$ cat src/rtl/ps2_pkg.sv
// Shared types and constants for the PS/2 keyboard front end.
package ps2_pkg;

    typedef enum logic [1:0] {
        IDLE,
        DATA,
        PARITY,
        STOP
    } rx_state_t;

    // Scan-code prefixes and modifier keys (set 2)
    localparam logic [7:0] SC_EXT    = 8'hE0;
    localparam logic [7:0] SC_BRK    = 8'hF0;
    localparam logic [7:0] SC_LSHIFT = 8'h12;
    localparam logic [7:0] SC_RSHIFT = 8'h59;
    localparam logic [7:0] SC_CAPS   = 8'h58;

    // Codes reported for the extended arrow keys
    localparam logic [7:0] ASC_UP    = 8'h80;
    localparam logic [7:0] ASC_DOWN  = 8'h81;
    localparam logic [7:0] ASC_LEFT  = 8'h82;
    localparam logic [7:0] ASC_RIGHT = 8'h83;

endpackage

$ cat src/rtl/ps2_keymap.sv
// Combinational scan-code to ASCII ROM; 00 means the key is unmapped.
module ps2_keymap
    import ps2_pkg::*;
(
    input  logic [7:0] code,
    input  logic       ext,
    input  logic       upper_alpha,
    input  logic       shift,
    output logic [7:0] ascii
);

    logic [7:0] lower;

    // Letters resolve to lowercase first, then fold to uppercase if requested
    always_comb begin
        lower = 8'h00;
        ascii = 8'h00;
        if (ext) begin
            case (code)
                8'h75:   ascii = ASC_UP;
                8'h72:   ascii = ASC_DOWN;
                8'h6B:   ascii = ASC_LEFT;
                8'h74:   ascii = ASC_RIGHT;
                default: ascii = 8'h00;
            endcase
        end else begin
            case (code)
                8'h1C: lower = 8'h61;  // a
                8'h32: lower = 8'h62;
                8'h21: lower = 8'h63;
                8'h23: lower = 8'h64;
                8'h24: lower = 8'h65;
                8'h2B: lower = 8'h66;
                8'h34: lower = 8'h67;
                8'h33: lower = 8'h68;
                8'h43: lower = 8'h69;
                8'h3B: lower = 8'h6A;
                8'h42: lower = 8'h6B;
                8'h4B: lower = 8'h6C;
                8'h3A: lower = 8'h6D;
                8'h31: lower = 8'h6E;
                8'h44: lower = 8'h6F;
                8'h4D: lower = 8'h70;
                8'h15: lower = 8'h71;
                8'h2D: lower = 8'h72;
                8'h1B: lower = 8'h73;
                8'h2C: lower = 8'h74;
                8'h3C: lower = 8'h75;
                8'h2A: lower = 8'h76;
                8'h1D: lower = 8'h77;
                8'h22: lower = 8'h78;
                8'h35: lower = 8'h79;
                8'h1A: lower = 8'h7A;  // z
                default: lower = 8'h00;
            endcase
            if (lower != 8'h00) begin
                ascii = upper_alpha ? (lower - 8'h20) : lower;
            end else begin
                // Digit row follows shift only; caps lock has no effect here
                case (code)
                    8'h16:   ascii = shift ? 8'h21 : 8'h31;
                    8'h1E:   ascii = shift ? 8'h40 : 8'h32;
                    8'h26:   ascii = shift ? 8'h23 : 8'h33;
                    8'h25:   ascii = shift ? 8'h24 : 8'h34;
                    8'h2E:   ascii = shift ? 8'h25 : 8'h35;
                    8'h36:   ascii = shift ? 8'h5E : 8'h36;
                    8'h3D:   ascii = shift ? 8'h26 : 8'h37;
                    8'h3E:   ascii = shift ? 8'h2A : 8'h38;
                    8'h46:   ascii = shift ? 8'h28 : 8'h39;
                    8'h45:   ascii = shift ? 8'h29 : 8'h30;
                    8'h29:   ascii = 8'h20;
                    8'h5A:   ascii = 8'h0A;
                    8'h66:   ascii = 8'h08;
                    8'h76:   ascii = 8'h1B;
                    8'h0D:   ascii = 8'h09;
                    default: ascii = 8'h00;
                endcase
            end
        end
    end

endmodule

$ cat src/rtl/ps2_ascii.sv
// PS/2 frame receiver and key decoder producing ASCII key-press events.
module ps2_ascii
    import ps2_pkg::*;
#(
    parameter int unsigned TIMEOUT = 25000
) (
    input  logic       clock,
    input  logic       reset,
    input  logic       ps2_clk,
    input  logic       ps2_dat,
    output logic       kdone,
    output logic [7:0] ascii
);

    localparam logic [15:0] TIMEOUT_CNT = 16'(TIMEOUT);

    logic [1:0]  clk_sync;
    logic [1:0]  dat_sync;
    logic        clk_prev;
    logic        fall;
    logic        dat;

    rx_state_t   state, state_next;
    logic [2:0]  bit_cnt, bit_cnt_next;
    logic [7:0]  shift_reg, shift_next;
    logic        par, par_next;
    logic [15:0] idle_cnt, idle_next;
    logic        code_valid, code_valid_next;
    logic [7:0]  code, code_next;

    logic        ext, brk, shift_l, shift_r, caps;
    logic [7:0]  map_ascii;

    // Two-stage synchronisers plus previous-clock register for edge detect
    always_ff @(posedge clock) begin
        if (reset) begin
            clk_sync <= 2'b11;
            dat_sync <= 2'b11;
            clk_prev <= 1'b1;
        end else begin
            clk_sync <= {clk_sync[0], ps2_clk};
            dat_sync <= {dat_sync[0], ps2_dat};
            clk_prev <= clk_sync[1];
        end
    end

    assign fall = clk_prev & ~clk_sync[1];
    assign dat  = dat_sync[1];

    // Receiver state and datapath registers
    always_ff @(posedge clock) begin
        if (reset) begin
            state      <= IDLE;
            bit_cnt    <= 3'd0;
            shift_reg  <= 8'h00;
            par        <= 1'b0;
            idle_cnt   <= 16'd0;
            code_valid <= 1'b0;
            code       <= 8'h00;
        end else begin
            state      <= state_next;
            bit_cnt    <= bit_cnt_next;
            shift_reg  <= shift_next;
            par        <= par_next;
            idle_cnt   <= idle_next;
            code_valid <= code_valid_next;
            code       <= code_next;
        end
    end

    // Receiver next state: frame sequencing, validation and idle timeout
    always_comb begin
        state_next      = state;
        bit_cnt_next    = bit_cnt;
        shift_next      = shift_reg;
        par_next        = par;
        code_valid_next = 1'b0;
        code_next       = code;
        idle_next       = (state == IDLE || fall) ? 16'd0 : idle_cnt + 16'd1;

        case (state)
            IDLE: begin
                if (fall && !dat) begin
                    state_next   = DATA;
                    bit_cnt_next = 3'd0;
                end
            end
            DATA: begin
                if (fall) begin
                    shift_next   = {dat, shift_reg[7:1]};
                    bit_cnt_next = bit_cnt + 3'd1;
                    if (bit_cnt == 3'd7) state_next = PARITY;
                end
            end
            PARITY: begin
                if (fall) begin
                    par_next   = dat;
                    state_next = STOP;
                end
            end
            STOP: begin
                if (fall) begin
                    state_next = IDLE;
                    if ((^{shift_reg, par}) && dat) begin
                        code_valid_next = 1'b1;
                        code_next       = shift_reg;
                    end
                end
            end
            default: state_next = IDLE;
        endcase

        // A fall in the same cycle keeps the frame alive
        if (state != IDLE && !fall && idle_cnt == TIMEOUT_CNT) begin
            state_next = IDLE;
            idle_next  = 16'd0;
        end
    end

    ps2_keymap u_keymap (
        .code        (code),
        .ext         (ext),
        .upper_alpha ((shift_l | shift_r) ^ caps),
        .shift       (shift_l | shift_r),
        .ascii       (map_ascii)
    );

    // Decoder: prefix/modifier tracking and key-press strobe
    always_ff @(posedge clock) begin
        if (reset) begin
            kdone   <= 1'b0;
            ascii   <= 8'h00;
            ext     <= 1'b0;
            brk     <= 1'b0;
            shift_l <= 1'b0;
            shift_r <= 1'b0;
            caps    <= 1'b0;
        end else begin
            kdone <= 1'b0;
            if (code_valid) begin
                case (code)
                    SC_EXT: ext <= 1'b1;
                    SC_BRK: brk <= 1'b1;
                    default: begin
                        ext <= 1'b0;
                        brk <= 1'b0;
                        if (code == SC_LSHIFT) begin
                            shift_l <= ~brk;
                        end else if (code == SC_RSHIFT) begin
                            shift_r <= ~brk;
                        end else if (code == SC_CAPS) begin
                            if (!brk) caps <= ~caps;
                        end else if (!brk && map_ascii != 8'h00) begin
                            ascii <= map_ascii;
                            kdone <= 1'b1;
                        end
                    end
                endcase
            end
        end
    end

endmodule
$ cat config.mk
export PLATFORM = sky130hd
export DESIGN_NAME = ps2_ascii
export DESIGN_NICKNAME = d
export VERILOG_FILES = /design/src/rtl/ps2_pkg.sv /design/src/rtl/ps2_keymap.sv /design/src/rtl/ps2_ascii.sv
export SDC_FILE = /design/constraint.sdc
export NUM_CORES = 1
export LEC_CHECK = 0
export CAP_MARGIN = 10
export CELL_PAD_IN_SITES_DETAIL_PLACEMENT = 1
export CELL_PAD_IN_SITES_GLOBAL_PLACEMENT = 1
export CORE_ASPECT_RATIO = 0.8
export CORE_MARGIN = 2
export CORE_UTILIZATION = 46
export DETAILED_ROUTE_END_ITERATION = 16
export GPL_TIMING_DRIVEN = 0
export PLACE_DENSITY = 0.8
export SETUP_SLACK_MARGIN = 0.4
export SYNTH_ARGS = -nofsm -noshare
export SYNTH_HDL_FRONTEND = slang
export SYNTH_SLANG_ARGS = --single-unit
$ cat constraint.sdc
create_clock -name clock -period 3.5 [get_ports clock]
set_input_delay 0.875 -clock clock [delete_from_list [all_inputs] [get_ports clock]]
set_output_delay 0.875 -clock clock [all_outputs]
set_load 0.1 [all_outputs]
### Word level (Yosys, flattened, before mapping)

Memories as Yosys holds them, arrays and structs flattened. A register that Yosys moved wholly into a read port is not among the register bits.
Index checks and enable logic that the tools add are counted.
Widths: inputs -> output; s select.

* $add $sub $neg: 3
* equal/unequal tests: 34
* mux-type cells: 32
* bitwise gates (word level): 15
* reductions and logical operators: 31

Operators by type and width (count)
* $pmux 8 s15: 1
* $eq 8x7->1 const B: 11
* $eq 8x6->1 const B: 7
* $mux 5: 8
* $mux 8: 5
* $pmux 8 s4: 1
* $mux 7: 4
* $eq 8x5->1 const B: 3
* $add 16x1->16 const B: 1
* $eq 16x15->1 const B: 1
* $eq 8x8->1 const B: 2
* $reduce_bool 8->1: 2
* $not 1->1: 12
* $reduce_and 6->1: 2
* $mux 2: 5
* $reduce_and 3->1: 3
* $reduce_xor 9->1: 1
* $eq 8x4->1 const B: 1
* $ne 2x2->1 const B: 4
* $pmux 2 s4: 1
* $reduce_and 2->1: 4
* $sub 8x6->8 const B: 1
* $reduce_or 7->1: 1
* $mux 3: 2
* 20 further kinds: 32

* register bits after elaboration: 58
* ROM bits: 896
* output and inout port bits: 9
* word-level logic and storage cells: 133
* memories: 1

Memory list
* (no name shown): words 128, width 7, read ports 1, clocked after memory_dff 1, wr ports 0, line ps2_keymap.sv:27 `case (code)`

### Logic depth before layout (Yosys ltp)

Gate-level depths: netlist of run 1.

* word-level depth: 9
* gate-level depth with buffers: 14

### By module

Synthesis of run 1 repeated with hierarchy kept, for this count alone.

* cells, all modules: 474
* area, all modules: 3860.0 µm²

By module, submodules not included
* ps2_ascii: instances 1, cells each 287, area an instance 2600.0 µm²
* ps2_keymap: instances 1, cells each 187, area an instance 1260.0 µm²

### Least setup slack after synthesis of run 1

No wires, ideal clock.

* path kind: reg2reg
* from: register shift_reg[5]
* to: register (tool-made name)
* library setup time: 0.120 ns
* arrival: 2.917 ns
* data required time: 3.380 ns
* setup slack: 0.463 ns
* cell stages (with the launch flop): 14
* buffers on the path: 1
* clock period less this slack: 3.037 ns
* cells stage by stage: dfxtp_1 -> clkbuf_2 -> xor2_1 -> xnor2_1 -> xor3_2 -> nor2_8 -> nand2_1 -> a21oi_1 -> inv_1 -> ha_1 -> mux2_4 -> mux2i_1 -> a211oi_1 -> a211o_1

RTL lines
* start, declared: line ps2_ascii.sv:25 `logic [7:0] shift_reg, shift_next;`
* start signal, assigned: line ps2_ascii.sv:63 `shift_reg <= shift_next;`

==> out/summary.json, run 1 <==
{
  "outcome": {
    "run_status": "complete, no violations"
  },
  "timing": {
    "slew_headroom": 0.3525,
    "clock_period_minus_final_worst_setup_slack_ns": 3.057,
    "report.final.setup_viol": 0,
    "share_of_the_clock_period_used_by_the_worst_path_after_layout": 0.8733,
    "final.setup.tns_ns": 0,
    "timing.hold.ws_ns": 0.4085,
    "rsz0062_at_grt": "true",
    "slew_violations": 0,
    "setup_ws_ns": 0.4435,
    "worstMarginPinSlew_ns": 0.9682,
    "fin_worst_skew_ns": 0.006170,
    "max_freq_ghz": 0.3272,
    "hold_viol": 0
  },
  "global_routing": {
    "vias_in_the_first_global_route": 4132,
    "grtUsageTotal": 0.2892,
    "grtUsageMet2": 0.4557,
    "antenna_found_initial": 0,
    "maximum_number_of_pins_on_one_net_before_global_route_repair": 12,
    "first_pass_grt_wire_length_mm": 21.66,
    "global_route.usage.met3": 0.05248,
    "grt.met1_usage": 0.3976,
    "globalRoute.totalOverflow": 0,
    "grt-busiest-layer": "met2"
  },
  "clock_network": {
    "h_tree_level_count": 3,
    "cts-root-to-sink-buffers": 2,
    "tritoncts.num_buffers": 9,
    "clk_latency_ns": 0.34,
    "cts.reportedPaths.clkPinSlew_ns": 0.05,
    "clock_sink_count": 64,
    "cts_hold_repair.buffers": 0,
    "tritoncts": "yes",
    "clockRootBuffer": "sky130_fd_sc_hd__clkbuf_16"
  },
  "worst_setup_path": {
    "cp_data_required_time_ns": 3.69,
    "critPathSlowestCell": "sky130_fd_sc_hd__xor3_2",
    "timing.rr.start": "shift_reg[3]$_SDFFE_PP0P_",
    "worst_r2r_setup_slack_ns": 0.44,
    "crit_path_max_incr_delay_ns": 0.46,
    "worst_setup_path_startpoint": "shift_reg[3]$_SDFFE_PP0P_",
    "critical_path.max_fanout": 6,
    "worstPathCellList": "xnor2_2, xnor2_2, xor3_2, nor2_8, nand2_2, a21oi_4, inv_1, ha_2, inv_1, nor2_1, a311o_1, a311oi_2, a21oi_1",
    "arrival_worst_endpoint_ns": 3.25,
    "worstSetupEndpointType": "flop",
    "logic_depth_of_the_worst_register_to_register_path": 13,
    "critPathKind": "flop to flop",
    "critPathLaunchType": "flop"
  },
  "pwr": {
    "ir_drop_uv": 379.9,
    "pwr_density_cell_mw_per_mm2": 381.6,
    "leakage_nw": 1.725,
    "total_power_mw": 1.929
  },
  "layout": {
    "largest_register": "idle_cnt",
    "post_route_cells_drive_above_1_share": 0.1610,
    "num_antenna_cells": 0,
    "design.final.nets": 600,
    "syn2layout_area_growth_pct": 21.46,
    "final_core_util": 0.5668,
    "flip_flop_count_of_the_largest_register_all_copies_and_words_added": 16
  },
  "route": {
    "first_pass_iters": 5,
    "wire_per_inst_um": 20.56,
    "vias": 4351,
    "detail_route.drc_violations": 0,
    "ant_nets": 0,
    "detail_route.vias_per_cell": 6.225,
    "detailedRoute.firstIterationViolations": 240,
    "routed_wl_mm": 14.37
  },
  "synthesis": {
    "yosysSeqAreaShare": 0.3078,
    "async_reset_ff_frac": 0,
    "synth.cell_area_sq_mm": 0.004163,
    "ys_types": 73,
    "synth_enable_flop_cells": 0,
    "ys_top_cells_by_area": "sky130_fd_sc_hd__dfxtp_1, sky130_fd_sc_hd__a21oi_1, sky130_fd_sc_hd__ha_1",
    "synth_xor_area_frac": 0.07003,
    "largest_family_of_logic_cells_by_synthesized_area": "simple AND/OR/NAND/NOR gates",
    "synth-main-ff-cell": "sky130_fd_sc_hd__dfxtp_1",
    "yosysTopAreaCellShare": 0.3078,
    "ys_top_cells_by_count": "sky130_fd_sc_hd__dfxtp_1, sky130_fd_sc_hd__nor2_1, sky130_fd_sc_hd__nand2_1",
    "synth_seq_cells": 64,
    "synth_fa_ha_area_frac": 0.05110,
    "post_synth_inst_count": 539,
    "leading_cell_type_by_number_of_instances_after_synthesis": "sky130_fd_sc_hd__dfxtp_1",
    "cell_taking_the_most_area_after_synthesis": "sky130_fd_sc_hd__dfxtp_1",
    "synth_warnings": 0,
    "synth-simple-area-share": 0.2732,
    "synth_compound_gate_area_share": 0.2059,
    "muxShareOfSynthArea": 0.03817,
    "syn_avg_cell_area_sq_um": 7.723,
    "synthesis.nets": 560
  },
  "floorplan": {
    "rows": 31,
    "initial_utilization": 0.4666,
    "fp.dieH_um": 89.09,
    "floorplan.die_area_sq_mm": 0.009831,
    "die-width_um": 110.4,
    "core_area_sq_mm": 0.008921,
    "io_pins": 13
  },
  "min_path": {
    "worstHoldPathCells": 1,
    "hold_path_class": "flop to flop"
  },
  "placement": {
    "place.detailed.hpwl_mm": 9.595,
    "detailedPlace.worstSlack_ns": -0.8440,
    "place.gp.congestion": 0.9536,
    "place.port_buffers": 12
  },
  "run": {
    "cap_violations": 0
  }
}
==> kinds of logic after synthesis <==
| logic type | Yosys count |
|---|---|
| buf+inv | 57 |
| simple gates | 220 |
| flops | 64 |
| compound gates | 138 |
| mux | 14 |
| xor+xnor | 29 |
| fa+ha+maj | 17 |
==> worst min-delay path by stage <==
stage                                 startpoint  slack, ns                      to
final                     clk_sync[0]$_SDFF_PP1_       0.41  clk_sync[1]$_SDFF_PP1_
after global placement    dat_sync[0]$_SDFF_PP1_       0.40  dat_sync[1]$_SDFF_PP1_
after global routing      clk_sync[0]$_SDFF_PP1_       0.42  clk_sync[1]$_SDFF_PP1_
after detailed placement  clk_sync[0]$_SDFF_PP1_       0.40  clk_sync[1]$_SDFF_PP1_
after CTS                 clk_sync[0]$_SDFF_PP1_       0.41  clk_sync[1]$_SDFF_PP1_
after floorplan           clk_sync[0]$_SDFF_PP1_       0.39  clk_sync[1]$_SDFF_PP1_
==> final cells by class <==
| class | instances | area (sq um) |
|---|---|---|
| clock buffers | 12 | 256.5 |
| multi-input cells | 419 | 2804 |
| fillers | 1106 | 3865 |
| flip-flops and latches | 64 | 1287 |
| inverters | 27 | 103.9 |
| clock inverters | 4 | 76.32 |
| plain buffers | 30 | 148.9 |
| repair buffers | 28 | 235.2 |
| well taps | 115 | 143.9 |
==> per-stage QoR <==
stage,area (sq um),cells
floorplan,4163,539
global placement,4427,666
detailed placement,4427,666
CTS,4920,689
global route,5056,699
finish,5056,699
==> critical path: cells and delay by family, from the launching register on <==
family | cells | cell delay [ns]
xor gates and xnor gates | 3 | 0.85
AOI/OAI and AO/OA | 4 | 0.82
DFF | 1 | 0.44
and+or+nand+nor | 3 | 0.36
adders and majority gates | 1 | 0.24
buffers and inverters | 2 | 0.20
==> what timing repair did <==
| item | CTS | global route |
|---|---|---|
| cloned | 0 | 1 |
| endpoints found under the setup margin | 11 | 11 |
| pin swaps | 6 | 6 |
| setup buffers | 7 | 9 |
| resized for setup | 28 | 24 |
==> placed cells by master (no fill, tap or decap), types with 6 or more instances in the layout <==
cell type and n:
sky130_fd_sc_hd__dfxtp_1 59, sky130_fd_sc_hd__nor2_1 53, sky130_fd_sc_hd__nand2_1 49, sky130_fd_sc_hd__a21oi_1 41, sky130_fd_sc_hd__o21ai_0 32, sky130_fd_sc_hd__nand3_1 26, sky130_fd_sc_hd__inv_1 21, sky130_fd_sc_hd__clkbuf_1 17
sky130_fd_sc_hd__buf_4 17, sky130_fd_sc_hd__ha_1 15, sky130_fd_sc_hd__nor3_1 14, sky130_fd_sc_hd__xnor2_1 12, sky130_fd_sc_hd__clkdlybuf4s50_1 11, sky130_fd_sc_hd__xor2_1 9, sky130_fd_sc_hd__clkbuf_16 9, sky130_fd_sc_hd__a211oi_1 8
sky130_fd_sc_hd__nand4_1 8, sky130_fd_sc_hd__nor2b_1 8, sky130_fd_sc_hd__nand2b_1 8, sky130_fd_sc_hd__o22ai_1 7, sky130_fd_sc_hd__mux2i_1 7, sky130_fd_sc_hd__a31oi_1 6, sky130_fd_sc_hd__or2_2 6, sky130_fd_sc_hd__clkbuf_2 6
==> per-layer routing <==
layer	routed length [um]	vias up	part of all wire
met5	0	-	0
met4	357	0	0.025
met3	788	35	0.055
met2	6656	155	0.46
met1	6572	2151	0.46
li1	-	2010	-
==> report_power, final <==
| part | leakage (nW) | switching, mW | internal [mW] |
|---|---|---|---|
| Combinational | 1.05 | 0.126 | 0.0537 |
| Clock | 0.159 | 0.329 | 0.663 |
| Sequential | 0.520 | 0.0135 | 0.744 |
Power figures use the tool's default switching activity.
==> run 2, diff against run 1 <==
--- a/config.mk
+++ b/config.mk
@@ -14,6 +14,7 @@
 export DETAILED_ROUTE_END_ITERATION = 16
 export GPL_TIMING_DRIVEN = 0
 export PLACE_DENSITY = 0.8
+export REMOVE_ABC_BUFFERS = 1
 export SETUP_SLACK_MARGIN = 0.4
 export SYNTH_ARGS = -nofsm -noshare
 export SYNTH_HDL_FRONTEND = slang
==> run 2 against run 1 <==
  * Non-clock buffer count down 25
  * First-iteration DRC count shrank 0.83%
  * Largest cell class unchanged
  * Critical path depth decreased by 2
==> out/summary.json, run 2 (synthesis results as in run 1) <==
{
  "outcome": {
    "run_status": "complete, no violations"
  },
  "timing": {
    "worstMarginPinSlew_ns": 0.9679,
    "setup_ws_ns": 0.4387,
    "timing.hold.ws_ns": 0.4083,
    "slew_violations": 0,
    "slew_headroom": 0.3527,
    "rsz0062_at_grt": "false",
    "hold_viol": 0,
    "fin_worst_skew_ns": 0.006411,
    "share_of_the_clock_period_used_by_the_worst_path_after_layout": 0.8746,
    "max_freq_ghz": 0.3267,
    "report.final.setup_viol": 0,
    "clock_period_minus_final_worst_setup_slack_ns": 3.061
  },
  "pwr": {
    "pwr_density_cell_mw_per_mm2": 369.3,
    "leakage_nw": 1.647,
    "pwr-share-clk": 0.492,
    "net-switching-power_uw": 460.1,
    "internal_power_mw": 1.357,
    "power_frac_seq": 0.416,
    "ir_drop_uv": 360.5,
    "power_switching_share": 0.2532,
    "power.share.combinational": 0.093
  },
  "clock_network": {
    "cts-root-to-sink-buffers": 2,
    "clk_latency_ns": 0.34,
    "tritoncts": "yes",
    "tritoncts.num_buffers": 9,
    "cts.reportedPaths.clkPinSlew_ns": 0.05,
    "h_tree_level_count": 3,
    "clockRootBuffer": "sky130_fd_sc_hd__clkbuf_16",
    "clock_sink_count": 64
  },
  "route": {
    "ant_nets": 0,
    "routed_wl_mm": 13.16,
    "detail_route.drc_violations": 0,
    "first_pass_iters": 5,
    "detailedRoute.firstIterationViolations": 238,
    "detail_route.vias_per_cell": 6.196,
    "vias": 4176,
    "wire_per_inst_um": 19.53
  },
  "layout": {
    "layout_filler_cell_count": 1115,
    "num_antenna_cells": 0,
    "post_route_cells_drive_above_1_share": 0.1682,
    "ff_latch_area_sq_mm": 0.001301,
    "final_cell_mix": "sky130_fd_sc_hd__nor2_1, sky130_fd_sc_hd__dfxtp_1, sky130_fd_sc_hd__nand2_1, sky130_fd_sc_hd__a21oi_1, sky130_fd_sc_hd__o21ai_0",
    "final_area_sq_mm": 0.004921,
    "most_common_cell_after_layout_fill_and_taps_aside": "sky130_fd_sc_hd__nor2_1",
    "design.final.nets": 576,
    "flip_flop_count_of_the_largest_register_all_copies_and_words_added": 16,
    "syn2layout_area_growth_pct": 18.21,
    "largest_register": "idle_cnt",
    "multi_input_logic_area_sq_mm": 0.002801
  },
  "floorplan": {
    "floorplan.die_area_sq_mm": 0.009831,
    "die-width_um": 110.4,
    "rows": 31,
    "io_pins": 13,
    "fp.dieH_um": 89.09,
    "core_area_sq_mm": 0.008921,
    "initial_utilization": 0.4666
  },
  "min_path": {
    "hold_path_class": "flop to flop"
  },
  "worst_setup_path": {
    "arrival_worst_endpoint_ns": 3.28,
    "critPathKind": "flop to flop",
    "cp_data_required_time_ns": 3.72,
    "critical_path.max_fanout": 10,
    "critPathLaunchType": "flop",
    "worstSetupEndpointType": "flop"
  },
  "global_routing": {
    "globalRoute.totalOverflow": 0,
    "maximum_number_of_pins_on_one_net_before_global_route_repair": 52,
    "grtUsageTotal": 0.2542,
    "antenna_found_initial": 0,
    "vias_in_the_first_global_route": 3843,
    "first_pass_grt_wire_length_mm": 19.38,
    "grt-busiest-layer": "met2",
    "grtUsageMet2": 0.4032,
    "grt.met1_usage": 0.3522,
    "global_route.usage.met3": 0.06050
  },
  "placement": {
    "place.gp.congestion": 0.8958,
    "postPlaceCellArea_sq_mm": 0.004302,
    "detailedPlace.worstSlack_ns": -0.4544,
    "place.detailed.hpwl_mm": 8.157,
    "place.port_buffers": 12
  },
  "run": {
    "cap_violations": 0
  }
}
==> run 2: changes by cell type in the layout (fill, tap and decap cells not counted), sizes merged <==
cell	before	now
bufinv	2	1
buf	21	22
clkinv	4	2
clkbuf	38	12
mux2i	8	9
clkinvlp	1	2
inv	24	25
==> run 2: stage by stage <==
step | setup TNS, ns | cells | total power [mW] | utilization
floorplan | 0 | 509 | 0.8823 | -
global placement | -30.42 | 636 | 0.9227 | 0.4827
detailed placement | -2.052 | 636 | 0.9327 | 0.4822
CTS | 0 | 656 | 1.822 | 0.5268
global route | 0 | 674 | 1.873 | 0.5516
finish | 0 | 674 | 1.817 | 0.5516
==> run 2: path summary, 6_finish.rpt <==
path | start | to | slack [ns] | cells after the start
hold / removal | clk_sync[0]$_SDFF_PP1_ | clk_sync[1]$_SDFF_PP1_ | 0.41 | 1
setup / recovery | shift_reg[3]$_SDFFE_PP0P_ | flop | 0.44 | 11
setup reg to reg | shift_reg[3]$_SDFFE_PP0P_ | flop | 0.44 | 11
hold reg to reg | clk_sync[0]$_SDFF_PP1_ | clk_sync[1]$_SDFF_PP1_ | 0.41 | 1
==> run 2: area by class of cell <==
cell class,count,share of cell area
multi-input combinational,420,0.5693
sequential,64,0.2644
timing repair buffer,33,0.05594
clock buffer,12,0.05009
tap,115,0.02924
inverter,27,0.02237
clock inverter,3,0.008645
==> run 2: critical path: stages, from the launching register on <==
cell	delay, ns
sky130_fd_sc_hd__dfxtp_4	0.37
sky130_fd_sc_hd__xnor2_2	0.16
sky130_fd_sc_hd__xnor2_2	0.27
sky130_fd_sc_hd__xor3_2	0.46
sky130_fd_sc_hd__nor2_8	0.16
sky130_fd_sc_hd__buf_4	0.19
sky130_fd_sc_hd__mux2_4	0.36
sky130_fd_sc_hd__inv_6	0.11
sky130_fd_sc_hd__mux2_4	0.34
sky130_fd_sc_hd__mux2i_1	0.14
sky130_fd_sc_hd__a211oi_1	0.09
sky130_fd_sc_hd__a211o_1	0.29
==> run 2: timing repair <==
item	CTS	global route
resized for setup	18	25
hold buffers	0	0
gates cloned	0	2
setup buffers	5	16
pin swaps	4	6
setup endpoints to repair	12	11
==> run 2: metal layers <==
metal	share of wire	vias to the layer above
met5	0	-
met2	0.48	134
met4	0.016	0
met3	0.061	21
li1	-	1959
met1	0.44	2062
==> run 2: power groups by stage <==
| stage | clock [mW] | sequential (mW) | combinational [mW] |
|---|---|---|---|
| after floorplan | 0 | 0.803 | 0.0793 |
| after global placement | 0 | 0.771 | 0.152 |
| after detailed placement | 0 | 0.772 | 0.161 |
| after CTS | 0.899 | 0.757 | 0.166 |
| after global routing | 0.935 | 0.757 | 0.181 |
| final | 0.894 | 0.755 | 0.168 |
